### config.mk
export PLATFORM = sky130hd
export DESIGN_NAME = qkv_loader
export DESIGN_NICKNAME = d
export VERILOG_FILES = /design/src/rtl/qkv_loader.sv
export SDC_FILE = /design/constraint.sdc
export NUM_CORES = 2
export LEC_CHECK = 0
export CAP_MARGIN = 30
export CORE_MARGIN = 8
export CORE_UTILIZATION = 49
export CTS_CLUSTER_DIAMETER = 50
export DETAILED_ROUTE_END_ITERATION = 8
export PLACE_DENSITY = 0.75
export SETUP_SLACK_MARGIN = 0.1
export SYNTH_ARGS = -nofsm -noshare
export SYNTH_HDL_FRONTEND = slang
export SYNTH_SLANG_ARGS = --single-unit
### constraint.sdc
create_clock -name clk -period 3.1 [get_ports clk]
set_input_delay 0.465 -clock clk [delete_from_list [all_inputs] [get_ports clk]]
set_output_delay 0.465 -clock clk [all_outputs]
set_load 0.05 [all_outputs]
### src/rtl/qkv_loader.sv
// Purpose : packs a streamed element sequence into full vectors and writes them, one per
//           cycle, into the Q, K and V buffers in that order, then kicks the attention layer.
// Latency : the buffer write is issued the cycle after the last element of a vector is
//           accepted; start pulses the cycle after the final V write.
// Backpr. : in_ready is high only while packing; it drops for the write cycle and outside a
//           load, so elements presented then are not consumed.
//
// Ports
//   clk, reset              : sole clock, synchronous active-high reset
//   load_req                : single-cycle request to begin a Q/K/V load (honoured in IDLE only)
//   in_valid/in_data        : element stream; in_ready is the accept qualifier
//   wren_qkv_ext            : one-hot buffer write enable (bit0 Q, bit1 K, bit2 V)
//   address_ext             : vector index being written (held between writes)
//   data_ext                : packed vector, element 0 in the low lane (held between writes)
//   start                   : one-cycle kick after the last V write
//   busy                    : load in progress, up to and including the start pulse
//   done                    : sticky completion flag, cleared by the next accepted load_req
module qkv_loader #(
   parameter int DATA_WIDTH   = 16,
   parameter int VECTOR_DEPTH = 64,
   parameter int NUM_WORDS    = 32,
   parameter int ADDR_W       = 5
) (
   input  logic                               clk,
   input  logic                               reset,
   input  logic                               load_req,
   input  logic                               in_valid,
   input  logic [DATA_WIDTH-1:0]              in_data,
   output logic                               in_ready,
   output logic [2:0]                         wren_qkv_ext,
   output logic [ADDR_W-1:0]                  address_ext,
   output logic [DATA_WIDTH*VECTOR_DEPTH-1:0] data_ext,
   output logic                               start,
   output logic                               busy,
   output logic                               done
);

   localparam int ELEM_W = (VECTOR_DEPTH > 1) ? $clog2(VECTOR_DEPTH) : 1;
   localparam int VEC_W  = DATA_WIDTH * VECTOR_DEPTH;

   localparam logic [ELEM_W-1:0] ELEM_LAST = ELEM_W'(VECTOR_DEPTH - 1);
   localparam logic [ADDR_W-1:0] ADDR_LAST = ADDR_W'(NUM_WORDS - 1);

   typedef enum logic [1:0] {
      S_IDLE  = 2'd0,
      S_PACK  = 2'd1,
      S_WRITE = 2'd2,
      S_KICK  = 2'd3
   } state_t;

   typedef enum logic [1:0] {
      SEL_Q = 2'd0,
      SEL_K = 2'd1,
      SEL_V = 2'd2
   } sel_t;

   state_t              state_q, state_d;
   sel_t                sel_q,   sel_d;
   logic [ELEM_W-1:0]   elem_q,  elem_d;
   logic [ADDR_W-1:0]   vec_q,   vec_d;
   logic [ADDR_W-1:0]   addr_q,  addr_d;
   logic                done_q,  done_d;
   // pack_q collects lanes while packing; data_q is the output copy, so that data_ext
   // stays frozen on the last written vector while the next one is being assembled.
   logic [VEC_W-1:0]    pack_q,  pack_d;
   logic [VEC_W-1:0]    data_q,  data_d;

   // ------------------------------------------------------------------
   // Next-state and output decode
   // ------------------------------------------------------------------
   always_comb begin
      state_d      = state_q;
      sel_d        = sel_q;
      elem_d       = elem_q;
      vec_d        = vec_q;
      addr_d       = addr_q;
      done_d       = done_q;
      pack_d       = pack_q;
      data_d       = data_q;
      in_ready     = 1'b0;
      wren_qkv_ext = 3'b000;
      start        = 1'b0;
      busy         = 1'b1;

      case (state_q)
         S_IDLE: begin
            busy = 1'b0;
            if (load_req) begin
               state_d = S_PACK;
               done_d  = 1'b0;
               elem_d  = '0;
               vec_d   = '0;
               sel_d   = SEL_Q;
            end
         end

         S_PACK: begin
            in_ready = 1'b1;
            if (in_valid) begin
               pack_d[int'(elem_q)*DATA_WIDTH +: DATA_WIDTH] = in_data;
               if (elem_q == ELEM_LAST) begin
                  // Vector complete: capture it (including the lane just arriving)
                  // together with its address for the write cycle that follows.
                  elem_d  = '0;
                  data_d  = pack_d;
                  addr_d  = vec_q;
                  state_d = S_WRITE;
               end else begin
                  elem_d = elem_q + 1'b1;
               end
            end
         end

         S_WRITE: begin
            case (sel_q)
               SEL_Q:   wren_qkv_ext = 3'b001;
               SEL_K:   wren_qkv_ext = 3'b010;
               SEL_V:   wren_qkv_ext = 3'b100;
               default: wren_qkv_ext = 3'b000;
            endcase
            state_d = S_PACK;
            if (vec_q == ADDR_LAST) begin
               vec_d = '0;
               case (sel_q)
                  SEL_Q:   sel_d = SEL_K;
                  SEL_K:   sel_d = SEL_V;
                  default: begin
                     // Last V vector written: the whole load is in the buffers.
                     sel_d   = SEL_Q;
                     state_d = S_KICK;
                  end
               endcase
            end else begin
               vec_d = vec_q + 1'b1;
            end
         end

         S_KICK: begin
            start   = 1'b1;
            done_d  = 1'b1;
            state_d = S_IDLE;
         end

         default: begin
            busy    = 1'b0;
            state_d = S_IDLE;
         end
      endcase
   end

   // ------------------------------------------------------------------
   // State registers
   // ------------------------------------------------------------------
   always_ff @(posedge clk) begin
      if (reset) begin
         state_q <= S_IDLE;
         sel_q   <= SEL_Q;
         elem_q  <= '0;
         vec_q   <= '0;
         addr_q  <= '0;
         done_q  <= 1'b0;
         pack_q  <= '0;
         data_q  <= '0;
      end else begin
         state_q <= state_d;
         sel_q   <= sel_d;
         elem_q  <= elem_d;
         vec_q   <= vec_d;
         addr_q  <= addr_d;
         done_q  <= done_d;
         pack_q  <= pack_d;
         data_q  <= data_d;
      end
   end

   assign address_ext = addr_q;
   assign data_ext    = data_q;
   assign done        = done_q;

endmodule

==> summary.txt <==
Worst setup path
  • WS Path Type: reg2reg
  • Setup crit start kind: flop
  • R2R setup slack: 0.11 ns
  • Worst setup path endpoint: pack_q[241]
  • CP arrival: 3.71 ns
  • CP Capture Type: flop
  • Cells on worst reg2reg path: 10
  • Critical Path Fanout Max: 21
  • Worst reg2reg path startpoint: elem_q[0]
  • Reg2reg end: pack_q[241]
  • CP required: 3.81 ns
  • Crit path from: elem_q[0]

STA
  • Finish-stage setup viols: 0
  • Slew Limit Headroom: 0.0987
  • Final Cycle Share: 0.965
  • RSZ-0062 raised after global routing: true
  • FMAX: 334 MHz
  • Tmin final: about 3 ns
  • Slew Viols, Final: 0
  • Worst Skew: roughly 0.055 ns
  • Slew @ Worst Pin: about 1.4 ns
  • Fin. Hold Viols: 0

Floorplanning
  • # rows: between 100 and 150
  • DIE AREA: ~170000 sq um
  • Die height: slightly above 400 microns
  • Core area: ~160000 sq um
  • Starting Density: 0.494
  • Chip Width: 413 microns
  • IO Pins: about 1100

Hold path
  • Hold crit path type: in2reg

Finish
  • Area growth syn-to-layout: 28.3%
  • Fill cells: around 13000
  • Area of the multi-input gates: about 33000 sq um
  • Layout cells sized above 1: 0.0901
  • Sequential cell area: ~41000 sq um
  • Final Core Density: 0.634
  • Nets: roughly 10000

CTS
  • Root buffer cell: clkbuf_16
  • Hold-fix buffer count after cts: 0
  • CTS buffer count: 209
  • CTS max path bufs: 3
  • Clk Latency, worst-skew pair: around 0.86 ns
  • CTS H-tree depth: 4
  • Reg clk slew, reported paths: 0.06 ns
  • Clk sinks: around 2100
  • TritonCTS clock tree: built

Synth
  • Yosys cell types: between 80 and 90
  • Cells after synthesis: 9312
  • Syn Area/Cell: about 8.3 sq um
  • FFs w/ async S/R, synth: 0
  • Post-synthesis cell area: a little under 80000 sq um
  • Seq/Total Area, Yosys: 0.536
  • Predominant post-synthesis flop cell: dfxtp_1
  • Post-synth net total: slightly above 9000
  • Post-synth EDFFs: 0
  • Ys Warns: 0
  • #FFs+latches synth: slightly above 2000

Routing
  • Router iterations before antenna repair: 9
  • # DRC: 0
  • 1st-iter DRT viols: slightly below 9000
  • Via/cell ratio: 5.85
  • DRT Wirelength: ~310000 microns
  • ANT nets after route: 0
  • DR vias: a little over 70000
  • Wire per inst: roughly 25 microns

Power
  • Leakage power: 33.4 nW
  • Max VDD drop: roughly 550 uV
  • Pwr Total: around 54 mW
  • Power Dens Cells: ~550 nW/um^2

Global route
  • Initial antenna violation count: 13
  • GR Overflow Total: 0
  • Number of global-route vias before repair: between 60000 and 70000
  • Largest net degree at the start of global routing: between 200 and 300
  • Global Route Usage Sum: 0.345
  • Global-route wire length before repair: between 400000 and 500000 microns

Run
  • Max-cap violation count: 0

Placed design
  • Hpwl dp: around 220000 microns
  • Port Buffer Count: between 1000 and 1500
  • Gp weighted congestion: 0.967

Outcome
  • Status: finished, final reports clean
==> placed cells by master (no fill, tap or decap), drive strengths merged, types with 73 or more instances in the layout <==
cell,Yosys,layout
and3,92,92
nand2,2523,2523
a21oi,1345,1345
nand3b,99,99
nor2,564,564
nand2b,248,248
mux2i,327,327
clkdlybuf4s50,0,1029
nor3,200,200
clkbuf,666,311
dfxtp,2069,2069
nand3,260,260
nor2b,73,73
o21ai,258,258
buf,114,411
==> how the worst min path moves through the flow <==
stage	startpoint	endpoint	cells after the start
2_1_floorplan	pack_q[100]	data_ext[100]	2
3_3_place_gp	pack_q[110]	data_ext[110]	2
3_5_place_dp	pack_q[646]	data_ext[646]	2
4_1_cts	in_data[2]	pack_q[66]	3
5_1_grt	in_data[2]	pack_q[66]	3
6_report	in_data[2]	pack_q[66]	3
==> logic make-up after synthesis <==
logic type,Yosys count,synth area share
AO/OA/AOI/OAI,1879,0.138
XOR/XNOR,11,0.00134
adder cells (fa/ha/maj),5,0.000809
buffers and inverters,786,0.0404
flip-flops,2069,0.536
multiplexers,329,0.0427
AND/OR/NAND/NOR,4233,0.241
==> report_power, final <==
group	switching [mW]	internal, mW
sequential	0.0109	26.6
combinational	1.62	0.454
clock	11.0	14.7
total	12.7	41.7
==> registers in the layout (all words and copies together) (netlist names) <==
name / cells
vec_q: 5
elem_q: 6
address_ext: 5
sel_q: 2
state_q: 2
pack_q: 1024
data_ext: 1024
done: 1
==> layer usage <==
metal	global-route usage	share of wire	vias to the layer above	routed length, microns
met5	0	0.00015	-	47
met4	0.227	0.077	6	24200
met3	0.0926	0.10	903	31800
met2	0.535	0.44	3850	138000
met1	0.423	0.38	35000	118000
li1	-	-	33000	-
==> cell type report <==
cell class / instances / area share
diodes: 6 / 0.000151
clock inverters: 73 / 0.00888
well taps: 2058 / 0.0260
repair buffers: 1445 / 0.149
clock buffers: 310 / 0.0622
inverters: 6 / 0.000227
flip-flops and latches: 2069 / 0.418
multi-input cells: 6457 / 0.335
==> worst max-delay path, cell delays in order (launching register included) <==
cell,delay [ns]
dfxtp_1,0.37
inv_1,0.07
ha_1,0.33
buf_4,0.21
nor2b_1,0.12
buf_4,0.25
nand4_1,0.48
or3_1,0.50
buf_4,0.25
mux2i_1,0.21
nor2_1,0.06
==> synthesized netlist by cell type (4+ instances only) <==
cell | n | area [sq um]
nor4_4 | 5 | 106
a211oi_1 | 28 | 210
or2_2 | 22 | 138
o21ai_0 | 228 | 1140
nand3b_1 | 99 | 743
buf_4 | 14 | 105
o2111ai_1 | 4 | 35.0
a21oi_1 | 1343 | 6720
xnor2_1 | 6 | 52.6
nand4_1 | 39 | 244
inv_1 | 5 | 18.8
clkbuf_1 | 666 | 2500
a211oi_2 | 10 | 125
nor3_1 | 191 | 956
a221o_1 | 48 | 480
o211ai_2 | 4 | 50.1
nor3_2 | 8 | 80.1
o21bai_1 | 4 | 30.0
o221a_2 | 47 | 529
a2111oi_0 | 35 | 307
ha_1 | 5 | 62.6
buf_2 | 77 | 385
o211ai_1 | 8 | 60.1
o311a_1 | 12 | 120
o21ai_1 | 27 | 135
a2111oi_4 | 4 | 110
nor2_1 | 560 | 2100
buf_1 | 20 | 75.1
nor4_1 | 36 | 225
a311oi_1 | 32 | 280
nand2_1 | 2522 | 9470
dfxtp_1 | 2069 | 41400
nand2b_1 | 248 | 1550
mux2i_1 | 326 | 3260
nand3_1 | 259 | 1300
nor2_2 | 4 | 25.0
nor4_2 | 14 | 175
nor3b_1 | 5 | 37.5
and2_1 | 19 | 119
xor2_1 | 4 | 35.0
nor2b_1 | 73 | 457
or3_1 | 21 | 131
and3_1 | 92 | 576
o22ai_1 | 16 | 100
==> through the flow <==
step	setup WS, ns	setup TNS [ns]	hold slack (ns)	std cells	cell area (sq um)
final	0.108	0	0.0785	12400	99200
after global routing	0.0558	0	0.0411	12400	99200
after CTS	0.0978	0	0.0356	12400	99000
after detailed placement	-0.248	-28.42	0.440	12000	92000
after global placement	-0.203	-17.24	0.432	12000	92000
after floorplan	0.0228	0	0.427	9312	77600
==> what timing repair did <==
| item | 4_1_cts | 5_1_grt |
|---|---|---|
| endpoints found under the setup margin | 9 | 158 |
| pin swaps | 0 | 6 |
| gates cloned | 0 | 1 |
| buffers inserted | 0 | 4 |
| gates resized for setup | 8 | 13 |
Note: power is estimated with default switching activity, not from simulation.
